==> config.mk <==
export PLATFORM = sky130hd
export DESIGN_NAME = sipo_rx
export DESIGN_NICKNAME = d
export VERILOG_FILES = /design/src/rtl/sipo_rx.sv
export SDC_FILE = /design/constraint.sdc
export NUM_CORES = 1
export LEC_CHECK = 0
export ABC_CLOCK_PERIOD_IN_PS = 2400
export CAP_MARGIN = 20
export CORE_ASPECT_RATIO = 1.1
export CORE_MARGIN = 2
export CORE_UTILIZATION = 50
export CTS_BUF_LIST = sky130_fd_sc_hd__clkbuf_4
export CTS_CLUSTER_SIZE = 16
export DETAILED_ROUTE_END_ITERATION = 12
export DONT_BUFFER_PORTS = 1
export PLACE_DENSITY = 0.66
export RECOVER_POWER = 100
export SYNTH_ARGS = -nofsm -noshare
export SYNTH_HDL_FRONTEND = slang
export SYNTH_SLANG_ARGS = --single-unit
==> constraint.sdc <==
create_clock -name clk -period 2.4 [get_ports clk]
set_clock_uncertainty 0.2 [all_clocks]
set_input_delay 0.24 -clock clk [delete_from_list [all_inputs] [get_ports clk]]
set_output_delay 0.24 -clock clk [all_outputs]
set_load 0.02 [all_outputs]
==> src/rtl/sipo_rx.sv <==
// rtl/sipo_rx.sv - MSB-first serial-in parallel-out frame receiver
//
// Purpose:
//   Assembles WIDTH serial bits, qualified by sin_valid, into a parallel word.
//   A frame is opened by a frame_start pulse in IDLE. The first data bit lands
//   in pout[WIDTH-1]. pout_valid pulses for one cycle when a frame completes.
//   pout holds its value between frames.
//
// Optional feature:
//   SIPO_PARITY_EN - when defined, one even-parity bit follows the data bits.
//                    par_err reports (XOR of data bits) ^ parity bit.
//                    When not defined, par_err is tied to 0.
//
// Ports:
//   clk          in   sole clock, rising edge
//   clr          in   synchronous active-high reset
//   frame_start  in   opens a frame (honoured in IDLE only)
//   sin          in   serial data bit
//   sin_valid    in   qualifies sin
//   pout         out  [WIDTH-1:0] last completed word
//   pout_valid   out  one-cycle new-word strobe
//   busy         out  frame open (state not IDLE)
//   par_err      out  parity error, meaningful while pout_valid=1

module sipo_rx #(
    parameter int WIDTH = 8
) (
    input  logic             clk,
    input  logic             clr,
    input  logic             frame_start,
    input  logic             sin,
    input  logic             sin_valid,
    output logic [WIDTH-1:0] pout,
    output logic             pout_valid,
    output logic             busy,
    output logic             par_err
);

    localparam int CW = $clog2(WIDTH);
    localparam logic [CW-1:0] LAST_BIT = CW'(WIDTH - 1);

`ifdef SIPO_PARITY_EN
    typedef enum logic [1:0] {
        IDLE   = 2'd0,
        SHIFT  = 2'd1,
        PARITY = 2'd2
    } state_t;
`else
    typedef enum logic [0:0] {
        IDLE  = 1'b0,
        SHIFT = 1'b1
    } state_t;
`endif

    state_t           state_q, state_d;
    logic [CW-1:0]    cnt_q, cnt_d;
    logic [WIDTH-1:0] shreg_q, shreg_d;
    logic [WIDTH-1:0] pout_q, pout_d;
    logic             pout_valid_q, pout_valid_d;
    logic [WIDTH-1:0] shifted;

    // Word as it looks after shifting in the current sin bit.
    assign shifted = {shreg_q[WIDTH-2:0], sin};

`ifdef SIPO_PARITY_EN
    logic par_err_q, par_err_d;
`endif

    always_comb begin
        state_d      = state_q;
        cnt_d        = cnt_q;
        shreg_d      = shreg_q;
        pout_d       = pout_q;
        pout_valid_d = 1'b0;
`ifdef SIPO_PARITY_EN
        par_err_d    = par_err_q;
`endif
        unique case (state_q)
            IDLE: begin
                // A sin_valid in the same cycle as frame_start is not a data bit.
                if (frame_start) begin
                    state_d = SHIFT;
                    cnt_d   = '0;
                    shreg_d = '0;
                end
            end
            SHIFT: begin
                if (sin_valid) begin
                    shreg_d = shifted;
                    if (cnt_q == LAST_BIT) begin
`ifdef SIPO_PARITY_EN
                        state_d = PARITY;
`else
                        state_d      = IDLE;
                        pout_d       = shifted;
                        pout_valid_d = 1'b1;
`endif
                    end else begin
                        cnt_d = cnt_q + 1'b1;
                    end
                end
            end
`ifdef SIPO_PARITY_EN
            PARITY: begin
                if (sin_valid) begin
                    state_d      = IDLE;
                    pout_d       = shreg_q;
                    pout_valid_d = 1'b1;
                    // Even parity: data bits plus parity bit must XOR to 0.
                    par_err_d    = (^shreg_q) ^ sin;
                end
            end
`endif
            default: begin
                state_d = IDLE;
            end
        endcase
    end

    always_ff @(posedge clk) begin
        if (clr) begin
            state_q      <= IDLE;
            cnt_q        <= '0;
            shreg_q      <= '0;
            pout_q       <= '0;
            pout_valid_q <= 1'b0;
`ifdef SIPO_PARITY_EN
            par_err_q    <= 1'b0;
`endif
        end else begin
            state_q      <= state_d;
            cnt_q        <= cnt_d;
            shreg_q      <= shreg_d;
            pout_q       <= pout_d;
            pout_valid_q <= pout_valid_d;
`ifdef SIPO_PARITY_EN
            par_err_q    <= par_err_d;
`endif
        end
    end

    assign pout       = pout_q;
    assign pout_valid = pout_valid_q;
    assign busy       = (state_q != IDLE);
`ifdef SIPO_PARITY_EN
    assign par_err    = par_err_q;
`else
    assign par_err    = 1'b0;
`endif

endmodule

==> impl_metrics.tcl <==
set metrics [dict create \
    crit_type "reg2reg" \
    layout.filler_cells 152 \
    mostFrequentLayoutCells "dfxtp_1, nand2_1, nor2_1" \
    global_route.peak_usage_layer "met2" \
    syn_area_sq_um 798 \
    clkTransAtPathRegs_ps 100 \
    placement.io_buffers 0 \
    layout.cells.most_common "dfxtp_1" \
    place.detailed.hpwl_um 919 \
    critical_path.endpoint "shreg_q[0]" \
    grtUsageMet2_pct 22.5 \
    clk_path_buf_depth 2 \
    tns_ps 0 \
    synth_top_cell_by_area "dfxtp_1" \
    cts_tree "yes" \
    synth_seq_cells 20 \
    grt_max_degree 21 \
    arrival_ps 1740 \
    yosysWarnings 0 \
    groute.layer.met1.usage_pct 19.7 \
    cts_made_buffers 3 \
    result_of_the_run "finished, final reports clean" \
    cp-startpoint "busy" \
    total_leakage_power_nw 0.284 \
    synthCells 86 \
    area_delta_synth_final_pct 2.98 \
    antenna_violating_nets_post_route 0 \
    hold_violations 0 \
    n_antenna_cell 0 \
    sum_of_routed_wire_length_over_all_layers_um 1370 \
    root_cell_of_the_clock_tree "clkbuf_4" \
    first_global_vias 484 \
    post-route-drc-count 0 \
    syn_avg_cell_area_sq_um 9.28 \
    clock_latency_ps 290 \
    ctsHoldBuffers 3 \
    netlist-cell-type-count 19 \
    timing.hold.worst.class "in2reg" \
    power_density_nw_per_um2 635 \
    setup_viol_count_final 0 \
    floorplan.core_area_sq_um 1540 \
    regToRegStartpoint "busy" \
    drv_slew 0 \
    globalplace.congestion 0.734 \
    grt_antenna_before_repair 0 \
    grt_setup_unrepaired "no" \
    starting_density_of_the_core_pct 51.9 \
    worst_pin_slew_ps 880 \
    io-pin-count 16 \
    dieArea_sq_um 1930 \
    yosys-top-cells-area "dfxtp_1, a21oi_2, nand2_1" \
    core.rowCount 15 \
    drt_pass1_iterations 4 \
    grt_remaining_overflow 0 \
    synth_sequential_area_ratio_pct 50.2 \
    finish.net_count 95 \
    startpoint_type "flop" \
    cap_violations 0 \
    viasPerCell 5.47 \
    vias 569 \
    ctsResizeCount 0 \
    fmax_mhz 583 \
    grt_util_met3_pct 3.97 \
    dieWidth_um 42.1 \
    finalWorstPathRequiredPeriod_ps 1710 \
    mapped_nets 93 \
    crit_fanout 9 \
    final_min_period_over_clock_period_pct 71.4 \
    numClockSinks 20 \
    first_pass_grt_wire_length_um 2170 \
    chipHeight_um 45.9 \
    drt_first_iter_violations 16 \
    layout-drive-gt1-share_pct 12.6 \
    hold_ws_ps 17.2 \
    timing.critical_path.to_type "flop" \
    post_cts.repair.setup_buffers 0 \
    slew_headroom_pct 41.1 \
    max-vdd-ir-drop_v 0.000295 \
    synth_largest_type_area_fraction_pct 50.2 \
    worst_ep_required_time_ps 2430 \
    h-tree-depth 1 \
    detail_route.wl_per_cell_um 13.2 \
    timing.reg2reg.setup_slack_ps 690 \
    worstRegToRegCells 3 \
    worst_r2r_endpoint "shreg_q[0]" \
    global_route.usage.total_pct 15.4 \
]
[synth_stat cells]
cell type / instances
conb_1: 1
nand2b_1: 2
dfxtp_1: 20
buf_6: 1
nor2_1: 9
nand3b_1: 1
mux2i_4: 1
nand2_1: 18
buf_4: 3
a22oi_1: 7
and3_1: 1
a21oi_2: 8
ha_1: 2
a21oi_1: 3
and3b_1: 1
and2_1: 1
clkbuf_1: 2
nand3_1: 4
nor3_1: 1
[cells by family (layout without fill, tap and decap cells)]
kind of cell	after synthesis	count (layout)	synth area share [%]
buf+inv	6	7	5.17
simple gates	38	38	21.0
other cells	1	1	0.470
mux	1	1	2.82
fa+ha+maj	2	2	3.13
compound gates	18	18	17.2
flops	20	20	50.2
[per-layer routing]
layer / wire, um / vias to the layer above
met1: 650 / 261
met5: 0 / -
met2: 621 / 14
met4: 12 / 0
li1: - / 292
met3: 83 / 2
[power by group]
group	internal (mW)	switching, mW	leakage, nW
Combinational	0.00902	0.0174	0.107
Sequential	0.335	0.00540	0.162
Clock	0.0605	0.0947	0.0154
[how the worst min path moves through the flow]
stage / cells past startpoint / endpoint / from / slack [ps]
after detailed placement: 1 / pout[7] / clr / 110
after global routing: 3 / cnt_q[1] / frame_start / 20
after CTS: 3 / cnt_q[1] / frame_start / 1
after floorplan: 2 / pout[0] / sin / 190
final: 3 / cnt_q[1] / frame_start / 20
after global placement: 1 / pout[4] / clr / 110
[sequential cells by signal, indices dropped and copies added (netlist names)]
signal,cells
shreg_q,7
pout_valid,1
pout,8
busy,1
cnt_q,3
[metrics by stage]
| step | utilization, % | std cells | worst slack [ps] | power [mW] | instance area (sq um) |
|---|---|---|---|---|---|
| 4_1_cts | 54.2 | 104 | 728 | 0.533 | 835 |
| 6_report | 53.4 | 104 | 685 | 0.522 | 822 |
| 3_5_place_dp | 50.6 | 97 | 786 | 0.367 | 778 |
| 2_1_floorplan | - | 86 | 965 | 0.373 | 798 |
| 5_1_grt | 53.4 | 104 | 553 | 0.551 | 822 |
| 3_3_place_gp | 50.6 | 97 | 803 | 0.366 | 778 |
[worst max-delay path, cell delays in order (launching register included)]
cell and delay, ps:
dfxtp_1 590, mux2i_1 590, a22oi_1 140, nor2_1 120
[final cells by class]
type	instances	area (sq um)	share of cell area, %
multi-input combinational	60	344	41.9
clock inverter	1	3.75	0.457
tap	17	21.3	2.59
clock buffer	3	22.5	2.74
timing repair buffer	3	30.0	3.65
sequential	20	400	48.7
No activity file was read; power rests on OpenSTA's default activity.
==> RTL change (same flow settings) <==
Register the inputs `clr` and `frame_start` before use, without a reset. The logic sees them one clock later. The other inputs are not delayed to match. Comments in the files are not updated.
--- a/src/rtl/sipo_rx.sv
+++ b/src/rtl/sipo_rx.sv
@@ -39,6 +39,14 @@
     localparam int CW = $clog2(WIDTH);
     localparam logic [CW-1:0] LAST_BIT = CW'(WIDTH - 1);
 
+    logic clr_q;
+    logic frame_start_q;
+
+    always_ff @(posedge clk) begin
+        clr_q         <= clr;
+        frame_start_q <= frame_start;
+    end
+
 `ifdef SIPO_PARITY_EN
     typedef enum logic [1:0] {
         IDLE   = 2'd0,
@@ -78,7 +86,7 @@
         unique case (state_q)
             IDLE: begin
                 // A sin_valid in the same cycle as frame_start is not a data bit.
-                if (frame_start) begin
+                if (frame_start_q) begin
                     state_d = SHIFT;
                     cnt_d   = '0;
                     shreg_d = '0;
@@ -118,7 +126,7 @@
     end
 
     always_ff @(posedge clk) begin
-        if (clr) begin
+        if (clr_q) begin
             state_q      <= IDLE;
             cnt_q        <= '0;
             shreg_q      <= '0;
Check against the original RTL: not equivalent (a bounded check fails within 4 cycles, from zero or initial values).
==> RTL change against the original RTL <==
- setup slack gained 62 ps
- total power grew 9.1%
- synthesized area grew 5.5%
- critical path depth is the same
- wire length shrank 3.0%
- hold slack gained 19 ps
- sequential cell count grew 2
- final area grew 2.4%
==> RTL change: results (changes against the original RTL) <==
Placed design
  • PortBufs: 0 (unchanged)
  • GPL Wtd Cong: 0.809 (was 0.734)

STA
  • Relative slew slack: 52.6% (was 41.1%)

Outcome
  • Outcome: finished clean (unchanged)

Synthesis
  • Net Count, Synth: 95 (was 93)
  • Register area share after synthesis: 52.3% (was 50.2%)
  • Top post-synthesis cells by count: dfxtp_1 (22), nand2_1 (19), nor2_1 (10) (was dfxtp_1 (20), nand2_1 (18), nor2_1 (9))
  • Adder-Cell Fraction of Synth Area: 2.97% (was 3.13%)
  • Multiplexer share of the synthesized area: 2.67% (was 2.82%)

Power
  • Leak: 0.304 nW (was 0.284 nW)
  • VDD IR max: 0.468 mV (was 0.295 mV)
  • Pint: 0.440 mW (was 0.404 mW)

Route
  • DRT iter0 DRCs: 8 (was 16)
  • Met2 wire length: 546 um (was 621 um)
  • Metal1 wirelength: 703 um (was 650 um)
  • Met3 wire len: 49 um (was 83 um)
  • Vias per Instance: 5.46 (was 5.47)
  • WL final: 1.33 mm (was 1.37 mm)

Final layout
  • Layout cells sized above 1: 6.74% (was 12.6%)
  • Final core utilization: 53.4% (about the same)
  • Nets@finish: 97 (was 95)

Critical path
  • Reg2reg setup slack: 750 ps (was 690 ps)
  • Crit path to: shreg_q[3] (was shreg_q[0])
  • Max FO, Critical Path: 9 (unchanged)

GRT
  • Vias in the first global route: 512 (was 484)
  • Global-route wire length before repair: 2.24 mm (was 2.17 mm)

Clock network
  • Hold buffers post-CTS: 3 (unchanged)

Hold path
  • Hold Startpoint: sin_valid (was frame_start)
  • Min-Delay Endpoint: cnt_q[0] (was cnt_q[1])
-- RTL change: metrics by stage --
step                instances  hold slack (ps)  total power [mW]  cell area [um2]  setup WS (ps)
finish                    106             36.3             0.569              842            747
global route              106             56.8             0.593              842            595
CTS                       106             29.2             0.582              878            762
detailed placement         99             67.8             0.412              822            772
global placement           99             67.8             0.412              822            817
floorplan                  88             67.7             0.413              842            947
-- RTL change: worst reg2reg max path, cell delays in order, from the launching register on --
cell     delay, ps
dfxtp_1        600
mux2i_1        550
a22oi_1        130
nor2_1         120
-- RTL change: layout make-up --
cell class | instances | area, um2 | share of cell area (%)
clock buffer | 3 | 22.5 | 2.67
tap | 17 | 21.3 | 2.53
sequential | 22 | 440 | 52.3
multi-input combinational | 60 | 324 | 38.5
clock inverter | 1 | 3.75 | 0.446
timing repair buffer | 3 | 30.0 | 3.57
-- RTL change: per-layer routing --
layer	track usage, %	vias up
li1	-	297
met1	21.5	265
met2	21.2	13
met3	3.08	4
met4	9.09	0
met5	0	-
-- RTL change: power groups by stage --
| stage | Combinational [mW] | Clock [mW] | Sequential, mW |
|---|---|---|---|
| 3_5_place_dp | 0.0196 | 0 | 0.392 |
| 6_report | 0.0210 | 0.167 | 0.382 |
| 3_3_place_gp | 0.0195 | 0 | 0.392 |
| 2_1_floorplan | 0.0293 | 0 | 0.383 |
| 4_1_cts | 0.0239 | 0.175 | 0.384 |
| 5_1_grt | 0.0234 | 0.187 | 0.383 |
-- RTL change: logic make-up after synthesis --
| kind of cell | after synthesis |
|---|---|
| buffers and inverters | 6 |
| and+or+nand+nor | 38 |
| adders and majority gates | 2 |
| AOI/OAI and AO/OA | 18 |
| muxes | 1 |
| DFF | 22 |
| other | 1 |
